## config.mk

```make
export PLATFORM = sky130hd
export DESIGN_NAME = spi_peripheral
export DESIGN_NICKNAME = d
export VERILOG_FILES = /design/src/rtl/spi_regs_pkg.sv /design/src/rtl/sync_edge.sv /design/src/rtl/spi_peripheral.sv
export SDC_FILE = /design/constraint.sdc
export NUM_CORES = 1
export LEC_CHECK = 0
export CAP_MARGIN = 0
export CORE_ASPECT_RATIO = 1.1
export CORE_MARGIN = 4
export CORE_UTILIZATION = 53
export DETAILED_ROUTE_END_ITERATION = 8
export PLACE_DENSITY = 0.79
export REMOVE_ABC_BUFFERS = 1
export SLEW_MARGIN = 15
export SYNTH_ARGS = -nofsm -noshare
export SYNTH_HDL_FRONTEND = slang
export SYNTH_SLANG_ARGS = --single-unit
```

## constraint.sdc

```tcl
create_clock -name clk -period 2.5 [get_ports clk]
set_input_delay 0.5 -clock clk [delete_from_list [all_inputs] [get_ports clk]]
set_output_delay 0.5 -clock clk [all_outputs]
set_load 0.005 [all_outputs]
```

## src/rtl/spi_regs_pkg.sv

```systemverilog
// Shared constants for the SPI register-write target:
// register addresses and the 16-bit frame layout.
package spi_regs_pkg;
  localparam int FRAME_BITS = 16;
  localparam int CNT_W      = $clog2(FRAME_BITS + 1);

  localparam int RW_BIT   = 15;
  localparam int ADDR_MSB = 14;
  localparam int ADDR_LSB = 8;
  localparam int DATA_MSB = 7;
  localparam int DATA_LSB = 0;

  localparam logic [6:0] ADDR_EN_OUT_LO = 7'h00;
  localparam logic [6:0] ADDR_EN_OUT_HI = 7'h01;
  localparam logic [6:0] ADDR_EN_PWM_LO = 7'h02;
  localparam logic [6:0] ADDR_EN_PWM_HI = 7'h03;
  localparam logic [6:0] ADDR_DUTY      = 7'h04;
endpackage

```

## src/rtl/sync_edge.sv

```systemverilog
// Multi-flop synchronizer with a history flop for
// single-cycle rise/fall pulses in the clk domain.
module sync_edge #(
  parameter int   STAGES  = 2,
  parameter logic RST_VAL = 1'b0
) (
  input  logic clk,
  input  logic rst_n,
  input  logic i_async,
  output logic o_level,
  output logic o_rise,
  output logic o_fall
);
  logic [STAGES-1:0] r_sync;
  logic              r_hist;

  always_ff @(posedge clk or negedge rst_n) begin
    if (!rst_n) begin
      r_sync <= {STAGES{RST_VAL}};
      r_hist <= RST_VAL;
    end else begin
      r_sync <= {r_sync[STAGES-2:0], i_async};
      r_hist <= r_sync[STAGES-1];
    end
  end

  assign o_level = r_sync[STAGES-1];
  assign o_rise  = o_level & ~r_hist;
  assign o_fall  = ~o_level & r_hist;
endmodule

```

## src/rtl/spi_peripheral.sv

```systemverilog
// SPI mode-0 write-only target holding the five
// control registers consumed by pwm_peripheral.
module spi_peripheral
  import spi_regs_pkg::*;
#(
  parameter int         SYNC_STAGES = 2,
  parameter logic [6:0] MAX_ADDR    = 7'h04
) (
  input  logic       clk,
  input  logic       rst_n,
  input  logic       nCS,
  input  logic       SCLK,
  input  logic       COPI,
  output logic [7:0] en_reg_out_7_0,
  output logic [7:0] en_reg_out_15_8,
  output logic [7:0] en_reg_pwm_7_0,
  output logic [7:0] en_reg_pwm_15_8,
  output logic [7:0] pwm_duty_cycle
);
  logic w_ncs, w_ncs_rise, w_ncs_fall;
  logic w_sclk, w_sclk_rise, w_sclk_fall_unused;
  logic w_copi, w_copi_rise_unused, w_copi_fall_unused;

  sync_edge #(.STAGES(SYNC_STAGES), .RST_VAL(1'b1)) u_ncs (
    .clk(clk), .rst_n(rst_n), .i_async(nCS),
    .o_level(w_ncs), .o_rise(w_ncs_rise), .o_fall(w_ncs_fall)
  );

  sync_edge #(.STAGES(SYNC_STAGES), .RST_VAL(1'b0)) u_sclk (
    .clk(clk), .rst_n(rst_n), .i_async(SCLK),
    .o_level(w_sclk), .o_rise(w_sclk_rise),
    .o_fall(w_sclk_fall_unused)
  );

  // Same depth as SCLK so the sampled bit lines up with its edge
  sync_edge #(.STAGES(SYNC_STAGES), .RST_VAL(1'b0)) u_copi (
    .clk(clk), .rst_n(rst_n), .i_async(COPI),
    .o_level(w_copi), .o_rise(w_copi_rise_unused),
    .o_fall(w_copi_fall_unused)
  );

  logic [FRAME_BITS-1:0] r_shift;
  logic [CNT_W-1:0]      r_cnt;
  logic                  r_ovr;

  always_ff @(posedge clk or negedge rst_n) begin
    if (!rst_n) begin
      r_shift <= '0;
      r_cnt   <= '0;
      r_ovr   <= 1'b0;
    end else if (w_ncs_fall) begin
      r_cnt <= '0;
      r_ovr <= 1'b0;
    end else if (w_sclk_rise && !w_ncs) begin
      if (r_cnt == CNT_W'(FRAME_BITS)) begin
        r_ovr <= 1'b1;
      end else begin
        r_shift <= {r_shift[FRAME_BITS-2:0], w_copi};
        r_cnt   <= r_cnt + CNT_W'(1);
      end
    end
  end

  logic       w_rw;
  logic [6:0] w_addr;
  logic [7:0] w_data;
  logic       w_commit;

  assign w_rw   = r_shift[RW_BIT];
  assign w_addr = r_shift[ADDR_MSB:ADDR_LSB];
  assign w_data = r_shift[DATA_MSB:DATA_LSB];

  assign w_commit = w_ncs_rise && !r_ovr && w_rw
                 && (r_cnt == CNT_W'(FRAME_BITS))
                 && (w_addr <= MAX_ADDR);

  logic [7:0] r_out_lo, r_out_hi;
  logic [7:0] r_pwm_lo, r_pwm_hi;
  logic [7:0] r_duty;

  always_ff @(posedge clk or negedge rst_n) begin
    if (!rst_n) begin
      r_out_lo <= 8'h00;
      r_out_hi <= 8'h00;
      r_pwm_lo <= 8'h00;
      r_pwm_hi <= 8'h00;
      r_duty   <= 8'h00;
    end else if (w_commit) begin
      unique case (w_addr)
        ADDR_EN_OUT_LO: r_out_lo <= w_data;
        ADDR_EN_OUT_HI: r_out_hi <= w_data;
        ADDR_EN_PWM_LO: r_pwm_lo <= w_data;
        ADDR_EN_PWM_HI: r_pwm_hi <= w_data;
        ADDR_DUTY:      r_duty   <= w_data;
        default: ;
      endcase
    end
  end

  assign en_reg_out_7_0  = r_out_lo;
  assign en_reg_out_15_8 = r_out_hi;
  assign en_reg_pwm_7_0  = r_pwm_lo;
  assign en_reg_pwm_15_8 = r_pwm_hi;
  assign pwm_duty_cycle  = r_duty;
endmodule

```

==> metrics.md <==
| Metric | Value |
|---|---|
| Status | completed |
| Syn_area_per_cell | 16.5 um2 |
| Hold buffer count at CTS | 0 |
| DP HPWL | 3.59 mm |
| Residual DRC | 0 |
| Crit. End Element | register |
| Ys Warns | 0 |
| Achievable Freq | ~500 MHz |
| Antenna-violating nets left | 0 |
| Post-layout nets | 231 |
| CTS tree | yes |
| Drt wl/cell | 18.5 um |
| Synth area leaders | dfrtp_1 (60%), mux2_2 (19%), mux2_4 (4.8%) |
| Worst-path clk slew | roughly 0.070 ns |
| CTS resizes | 0 |
| N_diodes | 0 |
| CP max FO | 14 |
| Post-synth top area cell | dfrtp_1 |
| Slew headroom | ~51% |
| Die Y | 84.4 um |
| Initial Utilization | 55.5% |
| Die width | a little under 80 um |
| TritonCTS Sinks | 70 |
| LEAKAGE | 1.70 nW |
| Clock tree root driver cell | clkbuf_8 |
| Fillers | 345 |
| Tmin final | 2.02 ns |
| Setup WS pre-CTS | 0.462 ns |
| Max clock buf depth | 2 |
| Post-CTS Setup Inserts | 0 |
| Pin count of the biggest net entering global routing | 41 |
| Power Dens Cells | approximately 640 mW/mm2 |
| Cells after Synth | 170 |
| Crit share post-route | between 80% and 90% |
| Setup violators final | 0 |
| Worst skew pair latency | around 0.33 ns |
| Num CTS Buffers | 9 |
| First-pass GRT wire length | 9.34 mm |
| Seq/Total Area, Yosys | a little over three fifths |
| Maxcap violations | 0 |
| Worst path required time | 2.72 ns |
| Placeable Area | 0.00507 mm2 |
| Initial antenna violation count | 0 |
| Gpl congestion | 0.754 |
| Crit path DAT | 2.24 ns |
| Via count | 1574 |
| TNS Setup | 0 ns |
| Port bufs | 44 |
| Final clock skew | 0.00580 ns |
| Final Hold Fails | 0 |
| Iter 0 DRT Violations | 44 |
| Via density | 5.48 |
| Share of the synthesized area in the top cell type | about three fifths |
| RSZ-0062 raised after global routing | no |
| H-tree Lvls | 3 |
| Row count | 27 |
| Vias in the first global route | 1813 |
| GRT overflow | 0 |
| Worst setup path category | register to register |
| Total track usage | a little under a fifth |
| Fraction of layout cells with a size suffix above 1 | between 30% and 40% |
| Unique cell type count in the Yosys netlist | 31 |
| I/O pins | 45 |
| Least-Margin Pin Slew | 0.738 ns |
| Area Growth Syn to Fin | 25.3% |
| Register area | around 0.0018 mm2 |
| Die area | 0.00653 mm2 |
| Synthesized area | 0.00281 mm2 |
| Critical Path Source Type | register |
| Routed WL | 5.32 mm |
| Max Slew Vio Count | 0 |
| #FFs+latches synth | 70 |
| TritonRoute pass-1 iters | 4 |
| Multi-input gate area | 996 um2 |
| Max IR drop VDD | between 0.4 and 0.5 mV |
| Final worst slack | between 0.4 and 0.5 ns |
| Hold Crit Class | input port to async pin |
==> cell usage in the layout (no fill, tap or decap), drive strengths merged, types with 2 or more instances in the layout <==
| cell | netlist | final |
|---|---|---|
| dfrtp | 67 | 67 |
| mux2 | 56 | 56 |
| clkdlybuf4s50 | 0 | 43 |
| clkbuf | 0 | 12 |
| nand4 | 6 | 6 |
| inv | 4 | 4 |
| nand2b | 4 | 4 |
| buf | 4 | 4 |
| nor3b | 3 | 3 |
| clkinv | 0 | 3 |
| dfstp | 3 | 3 |
| o211ai | 2 | 2 |
| o41ai | 2 | 2 |
| nor4bb | 2 | 2 |
| a21oi | 2 | 2 |
| ha | 2 | 2 |
| nor3 | 2 | 2 |
==> per-layer routing <==
| metal | wire (um) | GRT usage (%) |
|---|---|---|
| met1 | 2460 | 24.8 |
| met2 | 2680 | 29.1 |
| met3 | 137 | 6.01 |
| met4 | 42 | 6.47 |
| met5 | 0 | 0 |
==> per-stage QoR <==
step | cell area, um2 | util (%) | hold slack [ns] | total power, mW | std cells
floorplan | 2770 | - | 0.204 | 1.30 | 166
global placement | 3320 | 65.6 | 0.335 | 1.35 | 271
detailed placement | 3320 | 65.6 | 0.346 | 1.36 | 271
CTS | 3520 | 69.5 | 0.241 | 2.27 | 287
global route | 3520 | 69.5 | 0.261 | 2.36 | 287
finish | 3520 | 69.5 | 0.228 | 2.25 | 287
==> worst max-delay path, cell delays in order (launching register included) <==
cell and delay, ns:
dfrtp_1 0.42, inv_1 0.06, ha_1 0.18, and4bb_2 0.34, nor3_4 0.36, buf_12 0.20, mux2_2 0.34
==> logic make-up after synthesis <==
| logic type | count (synthesis) | synth area share, % |
|---|---|---|
| flops | 70 | 62.5 |
| simple gates | 23 | 7.75 |
| mux | 57 | 24.0 |
| xor+xnor | 1 | 0.312 |
| fa+ha+maj | 2 | 0.890 |
| buf+inv | 8 | 2.09 |
| compound gates | 9 | 2.49 |
==> path summary, 6_finish.rpt <==
check                           cells past startpoint  slack (ns)                  startpoint                         end
worst min register to register                      0        0.36  u_copi.r_sync[0]$_DFF_PN0_  u_copi.r_sync[1]$_DFF_PN0_
worst min-delay path                                1        0.23                       rst_n        r_cnt[4]$_DFFE_PN0P_
worst max-delay path                                6        0.48        r_cnt[0]$_DFFE_PN0P_     r_shift[13]$_DFFE_PN0P_
min in group clk                                    0        0.36  u_copi.r_sync[0]$_DFF_PN0_  u_copi.r_sync[1]$_DFF_PN0_
worst max register to register                      6        0.48        r_cnt[0]$_DFFE_PN0P_     r_shift[13]$_DFFE_PN0P_
max in group asynchronous                           2        1.56                       rst_n      u_ncs.r_hist$_DFF_PN1_
==> where the power goes <==
part	leakage, nW	switching (mW)	total, mW	internal, mW
sequential	0.949	0.0660	1.24	1.17
combinational	0.644	0.0399	0.0999	0.0600
clock	0.106	0.401	0.912	0.511
==> cell usage after synthesis <==
library cell,count
dfrtp_1,67
mux2_2,47
mux2_4,9
nand4_2,5
inv_1,4
nand2b_1,4
dfstp_2,3
nor3b_1,3
a21oi_1,2
ha_1,2
nor4bb_1,2
o211ai_1,2
o41ai_1,2
a2111oi_0,1
a31o_2,1
a32o_1,1
and4bb_2,1
buf_12,1
buf_2,1
buf_4,1
buf_6,1
mux2i_1,1
nand2_1,1
nand3_1,1
nand4_1,1
nor3_1,1
nor3_4,1
nor4_4,1
nor4b_1,1
or3b_1,1
xnor2_1,1
==> registers in the layout, summed over array words and instances (netlist names), 2 cells and up <==
name / count
r_shift: 16
r_cnt: 5
en_reg_out_7_0: 8
en_reg_out_15_8: 8
en_reg_pwm_15_8: 8
pwm_duty_cycle: 8
en_reg_pwm_7_0: 8
u_copi.r_sync: 2
u_sclk.r_sync: 2
u_ncs.r_sync: 2
==> area by class of cell <==
class                   instances  share of cell area [%]
flip-flops and latches         70                    49.8
multi-input cells              92                    28.3
repair buffers                 47                    13.7
clock buffers                  12                    4.40
well taps                      58                    2.06
clock inverters                 4                    1.28
inverters                       4                   0.426
No activity file was read; power rests on OpenSTA's default activity.
==> patch 1: new RTL, same settings <==
Reset style: synchronous (`rst_n`), changed in 3 clocked blocks.
--- a/src/rtl/sync_edge.sv
+++ b/src/rtl/sync_edge.sv
@@ -15,5 +15,5 @@
   logic              r_hist;
 
-  always_ff @(posedge clk or negedge rst_n) begin
+  always_ff @(posedge clk) begin
     if (!rst_n) begin
       r_sync <= {STAGES{RST_VAL}};
--- a/src/rtl/spi_peripheral.sv
+++ b/src/rtl/spi_peripheral.sv
@@ -44,5 +44,5 @@
   logic                  r_ovr;
 
-  always_ff @(posedge clk or negedge rst_n) begin
+  always_ff @(posedge clk) begin
     if (!rst_n) begin
       r_shift <= '0;
@@ -79,5 +79,5 @@
   logic [7:0] r_duty;
 
-  always_ff @(posedge clk or negedge rst_n) begin
+  always_ff @(posedge clk) begin
     if (!rst_n) begin
       r_out_lo <= 8'h00;
Check against the original RTL: same outputs for any inputs over 10 cycles, from zero or initial values and one cycle with rst_n low; that may be too few to reach the edited logic, so the function may still have changed.
==> patch 1 against the unedited design <==
- sequential cell count is the same
- cell count is 24% higher
- count of clock-buffer cells in the layout shrank 2
- critical path depth did not move
- cell area decreased by 3.7%
- synthesized area decreased by 4.9%
- setup slack improved by 0.13 ns
- via count grew 20%
- synthesized cell count is 45% higher
- largest cell class unchanged
- routed wire length grew 0.51%
Power is not compared: it rests on default switching activity, and its combinational part moved more than twofold at a synthesized area within 25%.
==> patch 1: results (changes against the unedited design) <==
| Metric | Value |
|---|---|
| Crit path from | r_cnt[0] |
| Slowest stage cell, crit path | or3_1 |
| Final Skew | 0.005033 ns (-0.0007671 ns) |
| Flop2flop setup slack | 0.61 ns (+0.13 ns) |
| Synth area leaders | dfxtp_1 (52%), mux2i_1 (21%), nand2_1 (8.1%) |
| Status | finished, final reports clean |
| RePlAce Congestion | 0.7175 (-4.9%) |
| Adder-Cell Fraction of Synth Area | 0.9359% (+0.045 points) |
| Post-synthesis cell count | 246 (+45%) |
| Routed len/inst | 15.06 microns (-19%) |
| Post-DR vias/cell | 5.307 (-3.2%) |
| CP peak stage delay | 0.53 ns (+0.11 ns) |
| Synth unique cells | 27 (-13%) |
| List of most frequent post-synthesis cells | dfxtp_1 (70), nand2_1 (58), mux2i_1 (57) |
| Layout cells sized above 1 | 10.37% (-28 points) |
| Vias in the first global route | 1,894 (+4.5%) |
| Synth async-reset ratio | 0% (-100 points) |
| Reg2reg end | r_shift[0] |
| Final wirelength | 5.348 mm (+0.51%) |
| Detailed Route Iter0 Violations | 123 (+180%) |
| Largest fanout on the critical path | 11 (-3) |
| Arr. time, crit path | 2.11 ns (-0.13 ns) |
| Complex-gate fraction of the synthesized area | 1.685% (-0.81 points) |
| Mux share of post-synthesis cell area | 21.34% (-2.7 points) |
| Placed Cells | 339 (+25%) |
| GRT Resource Usage Total | 19.17% (+0.46 points) |
| Seq/Total Area, Yosys | 52.41% (-10 points) |
| Post-synth top flop | dfxtp_1 |
patch 1: cell count changes in the layout (fill, tap and decap cells not counted), sizes merged, moves of 3 or more:
cell	change
dfxtp	+70
dfrtp	-67
nand2	+57
mux2	-56
mux2i	+56
and2	+5
o21ai	+4
a21oi	+3
dfstp	-3
nand3	+3
patch 1: per-stage QoR:
step	hold slack (ns)	util, %	instance area [sq um]	setup slack [ns]	total power, mW
6_report	0.4180	71.44	3393	0.6091	2.153
3_5_place_dp	0.4040	66.75	3171	0.6573	1.181
4_1_cts	0.4251	71.44	3393	0.6083	2.171
3_3_place_gp	0.3941	66.75	3171	0.7303	1.180
5_1_grt	0.4478	71.44	3393	0.4961	2.229
2_1_floorplan	0.3863	-	2603	-0.7347	1.155
patch 1: how the worst min path moves through the flow:
| stage | to | slack, ns | depth (start not counted) |
|---|---|---|---|
| 2_1_floorplan | u_ncs.r_sync[1] | 0.39 | 1 |
| 3_3_place_gp | u_ncs.r_sync[1] | 0.39 | 1 |
| 3_5_place_dp | u_ncs.r_sync[1] | 0.40 | 1 |
| 4_1_cts | u_ncs.r_sync[1] | 0.43 | 1 |
| 5_1_grt | u_ncs.r_sync[1] | 0.45 | 1 |
| 6_report | u_ncs.r_sync[1] | 0.42 | 1 |
patch 1: kinds of logic after synthesis:
logic type,after synthesis
mux,57
buf+inv,15
flops,70
fa+ha+maj,2
compound gates,9
simple gates,93
patch 1: area by class of cell:
class                   instances  area (sq um)
flip-flops and latches         70          1401
fillers                       361          1356
multi-input cells             161          1202
repair buffers                 49         485.5
clock buffers                  10         137.6
clock inverters                 6         85.08
well taps                      56         70.07
inverters                       3         11.26
patch 1: metal layers:
metal	track usage [%]	routed length (microns)	up-vias
li1	-	-	939
met1	24.70	2426	895
met2	30.14	2619	39
met3	3.874	173	11
met4	9.965	128	0
met5	0	0	-
==> patch 2: new RTL, same flow settings <==
Without the edit above. Set the parameter `RST_VAL` to 1'b0 (it was 1'b1).
--- a/src/rtl/spi_peripheral.sv
+++ b/src/rtl/spi_peripheral.sv
@@ -22,5 +22,5 @@
   logic w_copi, w_copi_rise_unused, w_copi_fall_unused;
 
-  sync_edge #(.STAGES(SYNC_STAGES), .RST_VAL(1'b1)) u_ncs (
+  sync_edge #(.STAGES(SYNC_STAGES), .RST_VAL(1'b0)) u_ncs (
     .clk(clk), .rst_n(rst_n), .i_async(nCS),
     .o_level(w_ncs), .o_rise(w_ncs_rise), .o_fall(w_ncs_fall)
Formal check against the unedited RTL: same outputs for any inputs over 10 cycles, from zero or initial values and one cycle with rst_n low; that may be too few to reach the edited logic, so the function may still have changed.
==> patch 2 against the unedited design <==
- first-iteration DRC count grew 52%
- clock power grew 38%
- setup slack lost 0.071 ns
- cell area grew 2.1%
- total power grew 16%
- sequential cell count is the same
- critical endpoint is now en_reg_pwm_15_8[4]
- routed wire length grew 8.5%
- sequential share of layout area shrank 1.1 points
- synthesized area shrank 0.13%
- sequential power is essentially flat
- highest routed layer unchanged
- die area shrank 0.12%
==> patch 2: results (changes against the unedited design) <==
| Metric | Value |
|---|---|
| Status | finished, final reports clean |
| Comb power frac | 3.9% (-0.5 points) |
| Placed Cells | 272 (+0.37%) |
| Worst setup endpoint | en_reg_pwm_15_8[4] |
| CP peak stage delay | 0.46 ns (+0.04 ns) |
| Worst-case reg-to-reg path depth | 5 (-1) |
| Final Skew | 0.005340 ns (-0.0004598 ns) |
| Slowest stage cell, crit path | and4bb_2 |
| Final wirelength | 5.774 mm (+8.5%) |
| Post-DR vias/cell | 5.677 (+3.5%) |
| Pin count of the biggest net entering global routing | 33 (-20%) |
| Vias in the first global route | 1,845 (+1.8%) |
| Layout cells sized above 1 | 37.39% (-0.60 points) |
| Least-Margin Pin Slew | 0.5217 ns (-0.2167 ns) |
| Switch share | 19.71% (-2.8 points) |
| VDD IR max | 0.0006643 V (+45%) |
| Clock power share | 48.5% (+8.0 points) |
| Synth unique cells | 30 (-3.2%) |
| Leakage | 1.741 nW (+2.5%) |
| Routed len/inst | 20.05 microns (+8.1%) |
| Place WS | 0.4345 ns (-0.02746 ns) |
| Final min period | 2.092 ns (+0.07085 ns) |
| Largest fanout on the critical path | 12 (-2) |
| Synth area leaders | dfrtp_1 (62%), mux2_2 (19%), mux2_4 (4.8%) |
| Seq/Total Area, Yosys | 62.42% (about the same) |
| WHS | 0.1267 ns (-0.1017 ns) |
| Initial Utilization | 55.38% (-0.074 points) |
| Detailed Route Iter0 Violations | 67 (+52%) |
==> patch 2: cell count changes after synthesis, sizes merged <==
cell,unedited run,this run
dfstp,3,0
dfrtp,67,70
==> patch 2: logic make-up (layout without fill, tap and decap cells) <==
| logic type | after synthesis | after routing | share of synthesized area [%] |
|---|---|---|---|
| DFF | 70 | 70 | 62.42 |
| muxes | 57 | 57 | 24.03 |
| AOI/OAI and AO/OA | 9 | 9 | 2.497 |
| and+or+nand+nor | 23 | 23 | 7.757 |
| xor gates and xnor gates | 1 | 1 | 0.3121 |
| buffers and inverters | 8 | 68 | 2.095 |
| adders and majority gates | 2 | 2 | 0.8915 |
==> patch 2: cell type report <==
class	instances	area [sq um]
clock buffer	9	123.9
clock inverter	7	160.2
fill	330	1470
inverter	4	15.01
multi-input combinational	92	996.0
sequential	70	1752
tap	58	72.57
timing repair buffer	48	478.0
==> patch 2: routing by layer <==
layer	share of wire, %	global-route usage (%)
met3	4.1	6.223
met2	54	33.62
met1	41	22.38
met5	0	0
met4	1.6	9.223
